**src/rtl/mult_pkg.sv**
```systemverilog
// Shared types and helpers for the sequential multiplier engine.
package mult_pkg;

  localparam int unsigned BYTE_W = 8;

  typedef enum logic [2:0] {
    IDLE,
    LOAD_A,
    LOAD_B,
    MULT,
    STORE,
    DONE
  } state_t;

  // Number of memory bytes spanned by one operand of width op_w.
  function automatic int unsigned bytes(input int unsigned op_w);
    return op_w / BYTE_W;
  endfunction

endpackage

```
**src/rtl/booth_mult_core.sv**
```systemverilog
// Radix-2 Booth signed multiplier, one recoding step per clock.
// The first step is folded into the load so that OP_W steps finish in OP_W cycles.
module booth_mult_core
  import mult_pkg::*;
#(
  parameter int unsigned OP_W = 8
) (
  input  logic              clk,
  input  logic              reset,
  input  logic              go,
  input  logic [OP_W-1:0]   a,
  input  logic [OP_W-1:0]   b,
  output logic              busy,
  output logic              valid,
  output logic [2*OP_W-1:0] product
);

  localparam int unsigned ACC_W = 2 * OP_W + 1;
  localparam int unsigned CNT_W = $clog2(OP_W) + 1;

  logic [ACC_W-1:0] acc_q;
  logic             qm1_q;
  logic [OP_W:0]    m_q;
  logic [CNT_W-1:0] cnt_q;

  logic             load_c;
  logic [ACC_W-1:0] src_acc_c;
  logic             src_qm1_c;
  logic [OP_W:0]    src_m_c;
  logic [OP_W:0]    hi_c;
  logic [ACC_W-1:0] step_acc_c;

  assign load_c  = go && !busy;
  assign product = acc_q[2*OP_W-1:0];

  // One Booth step on either a freshly loaded operand pair or the running accumulator.
  always_comb begin
    src_acc_c = acc_q;
    src_qm1_c = qm1_q;
    src_m_c   = m_q;
    if (load_c) begin
      src_acc_c = {{(OP_W + 1){1'b0}}, b};
      src_qm1_c = 1'b0;
      src_m_c   = {a[OP_W-1], a};
    end
    hi_c = src_acc_c[ACC_W-1:OP_W];
    case ({src_acc_c[0], src_qm1_c})
      2'b01:   hi_c = hi_c + src_m_c;
      2'b10:   hi_c = hi_c - src_m_c;
      default: hi_c = src_acc_c[ACC_W-1:OP_W];
    endcase
    step_acc_c = {hi_c[OP_W], hi_c, src_acc_c[OP_W-1:1]};
  end

  // Step sequencing; valid pulses once the final step has landed.
  always_ff @(posedge clk or posedge reset) begin
    if (reset) begin
      acc_q <= '0;
      qm1_q <= 1'b0;
      m_q   <= '0;
      cnt_q <= '0;
      busy  <= 1'b0;
      valid <= 1'b0;
    end else begin
      valid <= 1'b0;
      if (load_c) begin
        acc_q <= step_acc_c;
        qm1_q <= src_acc_c[0];
        m_q   <= src_m_c;
        cnt_q <= CNT_W'(OP_W - 1);
        busy  <= 1'b1;
      end else if (busy) begin
        acc_q <= step_acc_c;
        qm1_q <= src_acc_c[0];
        cnt_q <= cnt_q - CNT_W'(1);
        if (cnt_q == CNT_W'(1)) begin
          busy  <= 1'b0;
          valid <= 1'b1;
        end
      end
    end
  end

endmodule

```
**src/rtl/mult_seq_engine.sv**
```systemverilog
// Memory-mapped sequential signed multiplier: reads operand pairs, writes products back.
module mult_seq_engine
  import mult_pkg::*;
#(
  parameter int unsigned OP_W     = 8,
  parameter int          N_PAIRS  = 1,
  parameter int unsigned SRC_BASE = 0,
  parameter int unsigned DST_BASE = 2,
  parameter int unsigned ADDR_W   = 8
) (
  input  logic              clk,
  input  logic              reset,
  input  logic              start,
  output logic              done,
  output logic              busy,
  output logic [ADDR_W-1:0] mem_addr,
  input  logic [BYTE_W-1:0] mem_rd_data,
  output logic              mem_wr_en,
  output logic [BYTE_W-1:0] mem_wr_data,
  output logic [15:0]       pair_idx
);

  localparam int unsigned OB     = bytes(OP_W);
  localparam int unsigned STRIDE = 2 * OB;
  localparam int unsigned CNT_W  = 4;

  if (N_PAIRS < 1) begin : g_bad_pairs
    $error("mult_seq_engine: N_PAIRS must be at least 1");
  end
  if ((OP_W % BYTE_W) != 0 || OP_W < 8 || OP_W > 32) begin : g_bad_width
    $error("mult_seq_engine: OP_W must be a multiple of 8 in 8..32");
  end

  state_t              state;
  logic                start_q;
  logic [CNT_W-1:0]    byte_cnt;
  logic [OP_W-1:0]     a_reg;
  logic [OP_W-1:0]     b_reg;
  logic [ADDR_W-1:0]   src_ptr;
  logic [ADDR_W-1:0]   dst_ptr;

  logic                core_go_c;
  logic                core_busy;
  logic                core_valid;
  logic [2*OP_W-1:0]   core_product;
  logic [OP_W-1:0]     a_shift_c;
  logic [OP_W-1:0]     b_shift_c;
  logic [BYTE_W-1:0]   next_byte_c;
  logic                start_fall_c;
  logic                launch_c;

  // Operands arrive LSB first, so each new byte enters at the top and shifts down.
  assign a_shift_c    = OP_W'({mem_rd_data, a_reg} >> BYTE_W);
  assign b_shift_c    = OP_W'({mem_rd_data, b_reg} >> BYTE_W);
  assign next_byte_c  = BYTE_W'(core_product >> (BYTE_W * (int'(byte_cnt) + 1)));
  assign start_fall_c = start_q && !start;
  assign launch_c     = start_fall_c && (state == IDLE || state == DONE);
  assign core_go_c    = (state == LOAD_B) && (byte_cnt == CNT_W'(OB - 1)) && !core_busy;

  booth_mult_core #(.OP_W(OP_W)) u_core (
    .clk     (clk),
    .reset   (reset),
    .go      (core_go_c),
    .a       (a_reg),
    .b       (b_shift_c),
    .busy    (core_busy),
    .valid   (core_valid),
    .product (core_product)
  );

  // Sequencer: edge detect, byte loads, multiply wait, product stores, pair stepping.
  always_ff @(posedge clk or posedge reset) begin
    if (reset) begin
      state       <= IDLE;
      start_q     <= 1'b1;
      done        <= 1'b0;
      busy        <= 1'b0;
      mem_addr    <= '0;
      mem_wr_en   <= 1'b0;
      mem_wr_data <= '0;
      pair_idx    <= '0;
      byte_cnt    <= '0;
      a_reg       <= '0;
      b_reg       <= '0;
      src_ptr     <= '0;
      dst_ptr     <= '0;
    end else begin
      start_q <= start;
      if (launch_c) begin
        state    <= LOAD_A;
        done     <= 1'b0;
        busy     <= 1'b1;
        pair_idx <= '0;
        byte_cnt <= '0;
        src_ptr  <= ADDR_W'(SRC_BASE);
        dst_ptr  <= ADDR_W'(DST_BASE);
        mem_addr <= ADDR_W'(SRC_BASE);
      end else begin
        case (state)
          IDLE: begin
            done <= 1'b0;
          end
          LOAD_A: begin
            a_reg    <= a_shift_c;
            mem_addr <= mem_addr + ADDR_W'(1);
            if (byte_cnt == CNT_W'(OB - 1)) begin
              state    <= LOAD_B;
              byte_cnt <= '0;
            end else begin
              byte_cnt <= byte_cnt + CNT_W'(1);
            end
          end
          LOAD_B: begin
            b_reg    <= b_shift_c;
            mem_addr <= mem_addr + ADDR_W'(1);
            if (byte_cnt == CNT_W'(OB - 1)) begin
              state    <= MULT;
              byte_cnt <= '0;
            end else begin
              byte_cnt <= byte_cnt + CNT_W'(1);
            end
          end
          MULT: begin
            if (core_valid) begin
              state       <= STORE;
              byte_cnt    <= '0;
              mem_addr    <= dst_ptr;
              mem_wr_en   <= 1'b1;
              mem_wr_data <= core_product[BYTE_W-1:0];
            end
          end
          STORE: begin
            if (byte_cnt == CNT_W'(STRIDE - 1)) begin
              mem_wr_en <= 1'b0;
              byte_cnt  <= '0;
              if (pair_idx == 16'(N_PAIRS - 1)) begin
                state <= DONE;
                done  <= 1'b1;
                busy  <= 1'b0;
              end else begin
                state    <= LOAD_A;
                pair_idx <= pair_idx + 16'd1;
                src_ptr  <= src_ptr + ADDR_W'(STRIDE);
                dst_ptr  <= dst_ptr + ADDR_W'(STRIDE);
                mem_addr <= src_ptr + ADDR_W'(STRIDE);
              end
            end else begin
              byte_cnt    <= byte_cnt + CNT_W'(1);
              mem_addr    <= mem_addr + ADDR_W'(1);
              mem_wr_data <= next_byte_c;
            end
          end
          DONE: begin
            if (start) begin
              state <= IDLE;
              done  <= 1'b0;
            end
          end
          default: state <= IDLE;
        endcase
      end
    end
  end

endmodule
```
**config.mk**
```make
export PLATFORM = sky130hd
export DESIGN_NAME = mult_seq_engine
export DESIGN_NICKNAME = d
export VERILOG_FILES = /design/src/rtl/mult_pkg.sv /design/src/rtl/booth_mult_core.sv /design/src/rtl/mult_seq_engine.sv
export SDC_FILE = /design/constraint.sdc
export NUM_CORES = 1
export LEC_CHECK = 0
export CAP_MARGIN = 20
export CORE_UTILIZATION = 45
export CTS_BUF_LIST = sky130_fd_sc_hd__clkbuf_4 sky130_fd_sc_hd__clkbuf_8
export CTS_CLUSTER_DIAMETER = 50
export DETAILED_ROUTE_END_ITERATION = 8
export GPL_ROUTABILITY_DRIVEN = 0
export PLACE_DENSITY_LB_ADDON = 0.05
export SKIP_CTS_REPAIR_TIMING = 1
export SYNTH_ARGS = -nofsm -noshare
export SYNTH_HDL_FRONTEND = slang
export SYNTH_SLANG_ARGS = --single-unit
export TNS_END_PERCENT = 100
```
**constraint.sdc**
```tcl
create_clock -name clk -period 5.25 [get_ports clk]
set_clock_uncertainty 0.15 [all_clocks]
set_input_delay 1.05 -clock clk [delete_from_list [all_inputs] [get_ports clk]]
set_output_delay 1.05 -clock clk [all_outputs]
set_load 0.02 [all_outputs]
```
* Yosys cells after proc, flatten, opt, wreduce, memory -nomap -nowiden
Index checks and enable logic that the tools add are counted.
Word-level totals: bits of input ports 11, word-level logic and storage cells 138, flip-flop bits (word level) 100, output and inout port bits 35
Cells by class: reductions and logical operators 28, equality and inequality tests 21, mux-type cells 60, shift-type cells 1, add/sub/neg operators 9, bitwise logic cells 1
Operator list (number):
- $mux 8 | 13
- $mux 16 | 4
- $mux 17 | 3
- $mux 4 | 6
- $pmux 8 s3 | 1
- $mux 3 | 7
- $mux 1 | 19
- $pmux 3 s6 | 1
- $pmux 9 s2 | 1
- $add 16x1->16 const B | 1
- $add 8x2->8 const B | 2
- $logic_not 16->1 | 1
- $pmux 8 s2 | 1
- $shr 16x8->8 | 1
- $ne 3x3->1 const B | 4
- $pmux 4 s3 | 1
- $reduce_and 4->1 | 3
- $reduce_bool 2->1 | 5
- $add 9x9->9 | 1
- $mux 9 | 1
- $reduce_and 3->1 | 3
- $sub 9x9->9 | 1
- $add 8x1->8 const B | 1
- $eq 4x1->1 const B | 2
- other kinds (24) | 37

* Depth between registers and ports, before layout
Gate-level depths: netlist of the first run.
word-level depth 9, mapped depth 22, depth with buffers taken out 19

* By module
From an unflattened synthesis of the first run, not the netlist that was laid out.
Unflattened totals: cell total of the unflattened synthesis 602, area, all modules 5570.3 sq um
By module, submodules not included:
- mult_seq_engine | area an instance 3534.6 sq um, cells an instance 369, sequential area each 1627.8 sq um, instances 1
- booth_mult_core | area an instance 2035.7 sq um, cells an instance 233, sequential area each 800.8 sq um, instances 1

* Worst setup path after synthesis of the first run
OpenSTA, ideal clock, no wires.
kind register -> register, start point register byte_cnt[0], end point register u_core.acc_q[14], path slack 1193 ps, buffers on the path 2, data required time 4972 ps, arrival time 3779 ps, period minus slack after synthesis 4057 ps, cell stages (with the launch flop) 20, library setup time 128 ps, path through dfrtp_1 inv_1 ha_1 nor3b_4 nand4_1 buf_4 clkbuf_1 mux2_2 inv_1 ha_1 nor3b_1 a211oi_1 xnor2_1 ha_1 o21a_1 nor2_1 a211oi_1 or4_1 a21oi_1 o21ai_0
Between the ends: cells in the longest elaborated chain, start to end 9, elaborated cells between the ends (all ways) 15, those cells by class 2 x add/sub; 2 x eq/ne; 6 x mux; 5 x reduce/logical
RTL lines:
- from (decl) | RTL line mult_seq_engine.sv:36 | logic [CNT_W-1:0] byte_cnt;
- from (signal assigned) | RTL line mult_seq_engine.sv:110 | byte_cnt <= byte_cnt + CNT_W'(1);
- from (signal assigned) | RTL line mult_seq_engine.sv:120 | byte_cnt <= byte_cnt + CNT_W'(1);
- from (signal assigned) | RTL line mult_seq_engine.sv:148 | byte_cnt <= byte_cnt + CNT_W'(1);
- $logic_not 4->1 (*) | RTL line mult_seq_engine.sv:58 | assign core_go_c = (state == LOAD_B) && (byte_cnt == CNT_W'(OB - 1)) && !core_busy;
- $logic_and 1x1->1 (*) (2 in series) | RTL line mult_seq_engine.sv:58
- $logic_and 1x1->1 (*) | RTL line booth_mult_core.sv:33 | assign load_c = go && !busy;
- $mux 9 (*) | RTL line booth_mult_core.sv:41 | if (load_c) begin
- via u_core.src_m_c[0] | RTL line booth_mult_core.sv:29 | logic [OP_W:0] src_m_c;
- $sub 9x9->9 or $add 9x9->9 (tied branches) | RTL line booth_mult_core.sv:49, booth_mult_core.sv:48
- $pmux 9 s2 (*) | RTL line booth_mult_core.sv:47 | case ({src_acc_c[0], src_qm1_c})
- $mux 17 | RTL line booth_mult_core.sv:72 | end else if (busy) begin
- $mux 17 (*) | RTL line booth_mult_core.sv:66 | if (load_c) begin
- to (signal assigned) | RTL line booth_mult_core.sv:67 | acc_q <= step_acc_c;
- to (signal assigned) | RTL line booth_mult_core.sv:73 | acc_q <= step_acc_c;
- to (decl) | RTL line booth_mult_core.sv:21 | logic [ACC_W-1:0] acc_q;
The timed path passes the listed nets; every way through them passes the cells marked *. The select of a mux whose other input is x is not followed. A chain may end at the register's enable or synchronous reset.

* Worst setup path in the final report of the first run
start point register byte_cnt[0], end point register u_core.acc_q[15]
Between the ends: cells in the longest elaborated chain, start to end 9, elaborated cells between the ends (all ways) 15, those cells by class 2 x add/sub; 2 x eq/ne; 6 x mux; 5 x reduce/logical
RTL lines:
- $logic_not 4->1 (*) | RTL line mult_seq_engine.sv:58
- $logic_and 1x1->1 (*) (2 in series) | RTL line mult_seq_engine.sv:58
- $logic_and 1x1->1 (*) | RTL line booth_mult_core.sv:33
- $mux 17 (*) | RTL line booth_mult_core.sv:41
- via u_core.src_acc_c[0] | RTL line booth_mult_core.sv:27 | logic [ACC_W-1:0] src_acc_c;
- $eq 2x2->1 or $eq 2x1->1 (tied branches) | RTL line booth_mult_core.sv:47
- $pmux 9 s2 (*) | RTL line booth_mult_core.sv:47
- $mux 17 | RTL line booth_mult_core.sv:72
- $mux 17 (*) | RTL line booth_mult_core.sv:66
Marks and branches as above.

==> results.cfg, run 1 <==
[status]
outcome = complete, no violations

[layout]
layout-drive-gt1-share_pct = 8.56
diodes = 0
reg_top3 = pair_idx (16), u_core.acc_q (16), u_core.m_q (9)
layoutNonFillerInstCount = 778
fillers = 1131
nets = 658
final_common_cell = dfrtp_1
final_util_pct = 52.8
layout_common_cells = 96 x dfrtp_1, 65 x nor2_1, 65 x nand2_1
syn_to_final_growth_pct = 14.1

[timing]
tightestPinTransition_ps = 927
fmax_mhz = 230
setup_viol = 0
hold_viol = 0
grt_setup_unrepaired = no
drv_slew = 0
fin_setup_tns_ps = 0
slew_headroom_pct = 38.2
fin_crit_ps = 4360
fin_crit_sh_pct = 83.0

[grt]
grt_pass1_vias = 4245
antenna_found_initial = 0
grt_usage_pct = 21.1
use_met3_pct = 4.18
met2_usage_pct = 34.6
overflow = 0
grt_busiest_layer = met2
grt_pass1_wl_um = 21200
grt_max_degree = 76
use_met1_pct = 27.2

[die]
die_w_um = 113
dieArea_um2 = 12800
rows = 40
pin_count = 46
die_h_um = 113
core_area_um2 = 12000
start_util_pct = 46.3

[critical_path]
ff2ff_path_depth = 17
cp-start-kind = register
worstSetupPathType = register to register
crit_path_max_incr_delay_ps = 480
slowest_stage = fa_1
critical_path_arrival_ps = 4470
crit_chain = inv_1, ha_1, nor3b_4, nand3_1, buf_4, nor2_2, nand2_1, nand2_1, ha_1, o21ai_0, fa_1, a21o_1, nand4_1, nand3_1, a31oi_1, xor2_1, mux2_1
cp-end-kind = register
cp_max_fo = 15
critical_path_required_ps = 5360

[yosys]
synth_top_family_by_area = simple AND/OR/NAND/NOR gates
synth_cells = 588
ys.flop_type = dfrtp_1
yosysSeqAreaShare_pct = 43.7
netlist_area_um2 = 5560
synthSimpleGateAreaFrac_pct = 21.2
synth_compound_area_share_pct = 13.1
synth-edff-count = 0
synth_nets = 620
synth-async-reset-ratio_pct = 100
synth_seq_cells = 97
ys_types = 64
synthAdderAreaFrac_pct = 4.86
synthMuxAreaShare_pct = 6.32
synth_top_area_cell = dfrtp_1
synth_top_area_share_pct = 43.2
synth_xor_area_share_pct = 7.40
yosysWarnings = 0
syn_area_per_cell_um2 = 9.46
synth.area.top_cells = dfrtp_1 43%, ha_1 4.5%, nand2_1 4.4%, nor2_1 4.4%, xnor2_1 3.9%

[routing]
viasPerCell = 5.55
dr.pass1.iters = 4
vias = 4318
drtAntennaViolNets = 0
drc = 0
first_iter_violations = 285
drt_wl_total_um = 12400
routedWlPerCell_um = 15.9

[power_and_ir_drop]
pwr-share-comb_pct = 53.0
p_per_area_nw_per_um2 = 584
clkPwrFrac_pct = 14.1
netSwitchingPower_mw = 1.57
swShare_pct = 42.4
internal_power_mw = 2.14
power_frac_seq_pct = 32.9
vdd_drop_max_uv = 339
power.leakage_nw = 2.81

[clock_network]
tritoncts = built
h-tree-depth = 3
numCtsBuffers = 9
clkTransAtPathRegs_ps = 100
clk_path_buf_depth = 2
root_buffer = clkbuf_8
insertion_delay_ps = 380
clock-sinks = 97

[hold_path]
min_path_cells = 2
hold_class = register to register

[placement]
place_inst = 761
port_buffers = 45
dpl.hpwl_um = 8630

[run]
cap_violations = 0
through the flow:
stage,power (mW),setup slack (ps),cell area [µm²],hold WS [ps]
6_report,3.71,894,6340,335
5_1_grt,4.03,452,6340,370
4_1_cts,3.73,891,6340,342
3_5_place_dp,3.19,910,6130,317
3_3_place_gp,3.13,1080,6130,315
2_1_floorplan,2.70,1190,5560,293
layout make-up:
class	count	area (µm²)	share of cell area (%)
Multi-Input combinational cell	447	2950	46.5
Sequential cell	97	2430	38.3
Timing Repair Buffer	52	503	7.93
Tap cell	147	184	2.90
Clock buffer	12	159	2.50
Inverter	19	73.8	1.16
Clock inverter	4	48.8	0.769
worst paths after layout:
kind                                               from                            to  slack, ps
worst max-delay path            byte_cnt[0]$_DFFE_PP0P_  u_core.acc_q[15]$_DFFE_PP0P_        890
worst min-delay path              mem_wr_en$_DFFE_PP0P_         mem_wr_en$_DFFE_PP0P_        340
worst max register to register  byte_cnt[0]$_DFFE_PP0P_  u_core.acc_q[15]$_DFFE_PP0P_        890
worst min register to register    mem_wr_en$_DFFE_PP0P_         mem_wr_en$_DFFE_PP0P_        340
max in group asynchronous                         reset       pair_idx[2]$_DFFE_PP0P_       3000
min in group asynchronous                         reset      pair_idx[11]$_DFFE_PP0P_       1080
synth_stat cells (all sizes together), types with 2 or more instances:
cell / number
xnor2: 25
and4: 2
mux2: 17
mux2i: 16
or3b: 2
a211oi: 3
a22o: 4
nand3b: 4
o31ai: 10
o21ai: 34
xor2: 22
or3: 4
dfrtp: 96
a31oi: 3
nand3: 15
nor3: 12
a21oi: 29
a21o: 4
inv: 19
clkbuf: 13
or4: 4
ha: 20
and3: 6
o21a: 2
nor2b: 6
buf: 12
or2: 2
nor2: 68
a222oi: 2
and2: 10
nor4: 5
a221oi: 4
nand4: 9
nor3b: 6
a22oi: 13
nand2: 66
nand2b: 6
kinds of logic after synthesis:
family,Yosys count
AO/OA/AOI/OAI,115
flip-flops,97
multiplexers,33
AND/OR/NAND/NOR,231
XOR/XNOR,47
adder cells (fa/ha/maj),21
buffers and inverters,44
per-layer routing:
metal | vias to the layer above | routed length (µm)
met2 | 60 | 5830
met1 | 2103 | 5870
met5 | - | 0
met4 | 0 | 304
met3 | 16 | 357
li1 | 2139 | -
power by group through the flow:
stage | clock network [mW] | logic, mW | registers [mW]
global route | 0.577 | 2.20 | 1.26
floorplan | 0 | 1.51 | 1.19
detailed placement | 0 | 1.96 | 1.23
CTS | 0.540 | 1.97 | 1.22
global placement | 0 | 1.91 | 1.23
finish | 0.522 | 1.96 | 1.22
critical path: cells and delay by family, from the launching register on:
| family | cells | cell delay, ps |
|---|---|---|
| and+or+nand+nor | 7 | 1120 |
| adders and majority gates | 3 | 990 |
| AOI/OAI and AO/OA | 3 | 670 |
| xor gates and xnor gates | 1 | 190 |
| DFF | 1 | 430 |
| muxes | 1 | 340 |
| buffers and inverters | 2 | 350 |
Note: power is estimated with default switching activity, not from simulation.
==> run 2, diff against run 1 <==
==> constraint.sdc (replaced) <==
create_clock -name clk -period 4.35 [get_ports clk]
set_clock_uncertainty 0.15 [all_clocks]
set_input_delay 0.87 -clock clk [delete_from_list [all_inputs] [get_ports clk]]
set_output_delay 0.87 -clock clk [all_outputs]
set_load 0.02 [all_outputs]
==> results.cfg, run 2 (synthesis gave the netlist of run 1 again) <==
[status]
outcome = complete, no violations

[critical_path]
slowest_stage = or4_1
crit_path_max_incr_delay_ps = 470
crit_family = simple AND/OR/NAND/NOR gates
cpMostUsedCell = ha_1
critical_path_buf_inv_count = 2
cp-end-kind = register
crit_chain = inv_1, ha_1, nor3b_4, nand4_1, buf_4, mux2i_2, ha_1, nor3b_4, a211oi_1, xnor2_1, ha_1, o21a_1, nor2_1, a211oi_1, or4_1, a21oi_1, o21ai_0
cp-start-kind = register
critical_path_arrival_ps = 4170
worstSetupPathType = register to register
critical_path_required_ps = 4470
cp_max_fo = 10

[layout]
regArea_um2 = 2430
syn_to_final_growth_pct = 15.8
diodes = 0
multi_input_area_um2 = 2960
layout-drive-gt1-share_pct = 10.3
nets = 668
fillers = 1125
layoutNonFillerInstCount = 788
reg_top3 = pair_idx (16), u_core.acc_q (16), u_core.m_q (9)
final_common_cell = dfrtp_1
layout_common_cells = 96 x dfrtp_1, 65 x nor2_1, 65 x nand2_1

[clock_network]
root_buffer = clkbuf_8
insertion_delay_ps = 380
clkTransAtPathRegs_ps = 100
clock-sinks = 97
tritoncts = built
clk_path_buf_depth = 2
numCtsBuffers = 9
h-tree-depth = 3

[die]
start_util_pct = 46.3
die_w_um = 113
die_h_um = 113
rows = 40
dieArea_um2 = 12800
core_area_um2 = 12000
pin_count = 46

[grt]
antenna_found_initial = 0
overflow = 0
grt_max_degree = 54
grt_usage_pct = 21.4
grt_pass1_vias = 4296
grt_pass1_wl_um = 21600

[timing]
hold_ws_ps = 348
fmax_mhz = 247
drv_slew = 0
fin_setup_tns_ps = 0
fin_crit_ps = 4050
tightestPinTransition_ps = 718
slew_headroom_pct = 51.9
worst_slack_ps = 297
setup_viol = 0
hold_viol = 0
fin_crit_sh_pct = 93.2

[hold_path]
hold_class = register to register

[routing]
dr.pass1.iters = 4
vias = 4380
first_iter_violations = 349
viasPerCell = 5.56
drt_wl_total_um = 12600
drc = 0
drtAntennaViolNets = 0
routedWlPerCell_um = 16.0

[placement]
port_buffers = 45
dpl.hpwl_um = 9150
place_ws_ps = 42.0
place_inst = 768

[power_and_ir_drop]
netSwitchingPower_mw = 1.93
swShare_pct = 42.5
vdd_drop_max_uv = 458
internal_power_mw = 2.61
p_per_area_nw_per_um2 = 706
power.leakage_nw = 2.85
pwr-share-comb_pct = 54.5
finalPower_mw = 4.55
power_frac_seq_pct = 31.8
clkPwrFrac_pct = 13.7

[run]
cap_violations = 0
[run 2: cell types whose count changed in the layout (fill, tap and decap cells not counted), sizes merged]
cell      previous run  this run
buf                  7        17
clkinvlp             0         1
inv                 20        19
[run 2: worst register-to-register path, stage by stage (launching register included)]
cell	delay, ps
dfrtp_1	430
inv_1	110
ha_1	160
nor3b_4	260
nand4_1	220
buf_4	240
mux2i_2	250
ha_1	240
nor3b_4	250
a211oi_1	120
xnor2_1	140
ha_1	330
o21a_1	130
nor2_1	130
a211oi_1	70
or4_1	470
a21oi_1	150
o21ai_0	90
[run 2: power by group through the flow]
stage | sequential (mW) | combinational [mW] | clock, mW
after global routing | 1.48 | 2.75 | 0.672
after detailed placement | 1.45 | 2.45 | 0
after CTS | 1.44 | 2.46 | 0.641
after floorplan | 1.43 | 1.82 | 0
final | 1.44 | 2.48 | 0.624
after global placement | 1.45 | 2.38 | 0
[run 2: per-stage QoR]
step / area [µm²] / utilization, %
finish: 6440 / 53.6
floorplan: 5560 / -
CTS: 6390 / 53.2
global placement: 6180 / 51.5
detailed placement: 6180 / 51.5
global route: 6440 / 53.6
[run 2: cell type report]
type	count	share of cell area [%]
repair buffers	62	8.98
well taps	147	2.86
flip-flops and latches	97	37.7
clock inverters	4	0.797
multi-input cells	447	46.0
clock buffers	12	2.47
inverters	19	1.15
[run 2: routing by layer]
| metal | track usage, % | part of all wire (%) | vias up |
|---|---|---|---|
| li1 | - | - | 2161 |
| met1 | 28.4 | 48 | 2129 |
| met2 | 35.5 | 47 | 72 |
| met3 | 3.16 | 2.9 | 18 |
| met4 | 8.25 | 1.9 | 0 |
| met5 | 0 | 0 | - |
[run 2: final timing paths]
check	startpoint	end	slack [ps]	depth (start not counted)
worst max-delay path	byte_cnt[0]$_DFFE_PP0P_	u_core.acc_q[14]$_DFFE_PP0P_	300	17
worst min-delay path	busy$_DFFE_PP0P_	busy$_DFFE_PP0P_	350	1
worst max register to register	byte_cnt[0]$_DFFE_PP0P_	u_core.acc_q[14]$_DFFE_PP0P_	300	17
worst min register to register	busy$_DFFE_PP0P_	busy$_DFFE_PP0P_	350	1
max in group asynchronous	reset	start_q$_DFF_PP1_	2420	3
min in group asynchronous	reset	pair_idx[14]$_DFFE_PP0P_	790	2
==> run 3, diff against run 2 <==
--- a/config.mk
+++ b/config.mk
@@ -13,6 +13,7 @@
 export GPL_ROUTABILITY_DRIVEN = 0
 export PLACE_DENSITY_LB_ADDON = 0.05
 export SKIP_CTS_REPAIR_TIMING = 1
+export SLEW_MARGIN = 0
 export SYNTH_ARGS = -nofsm -noshare
 export SYNTH_HDL_FRONTEND = slang
 export SYNTH_SLANG_ARGS = --single-unit
==> results of run 3 <==
Same layout as run 2: the final DEF is identical, and so are final timing and power.
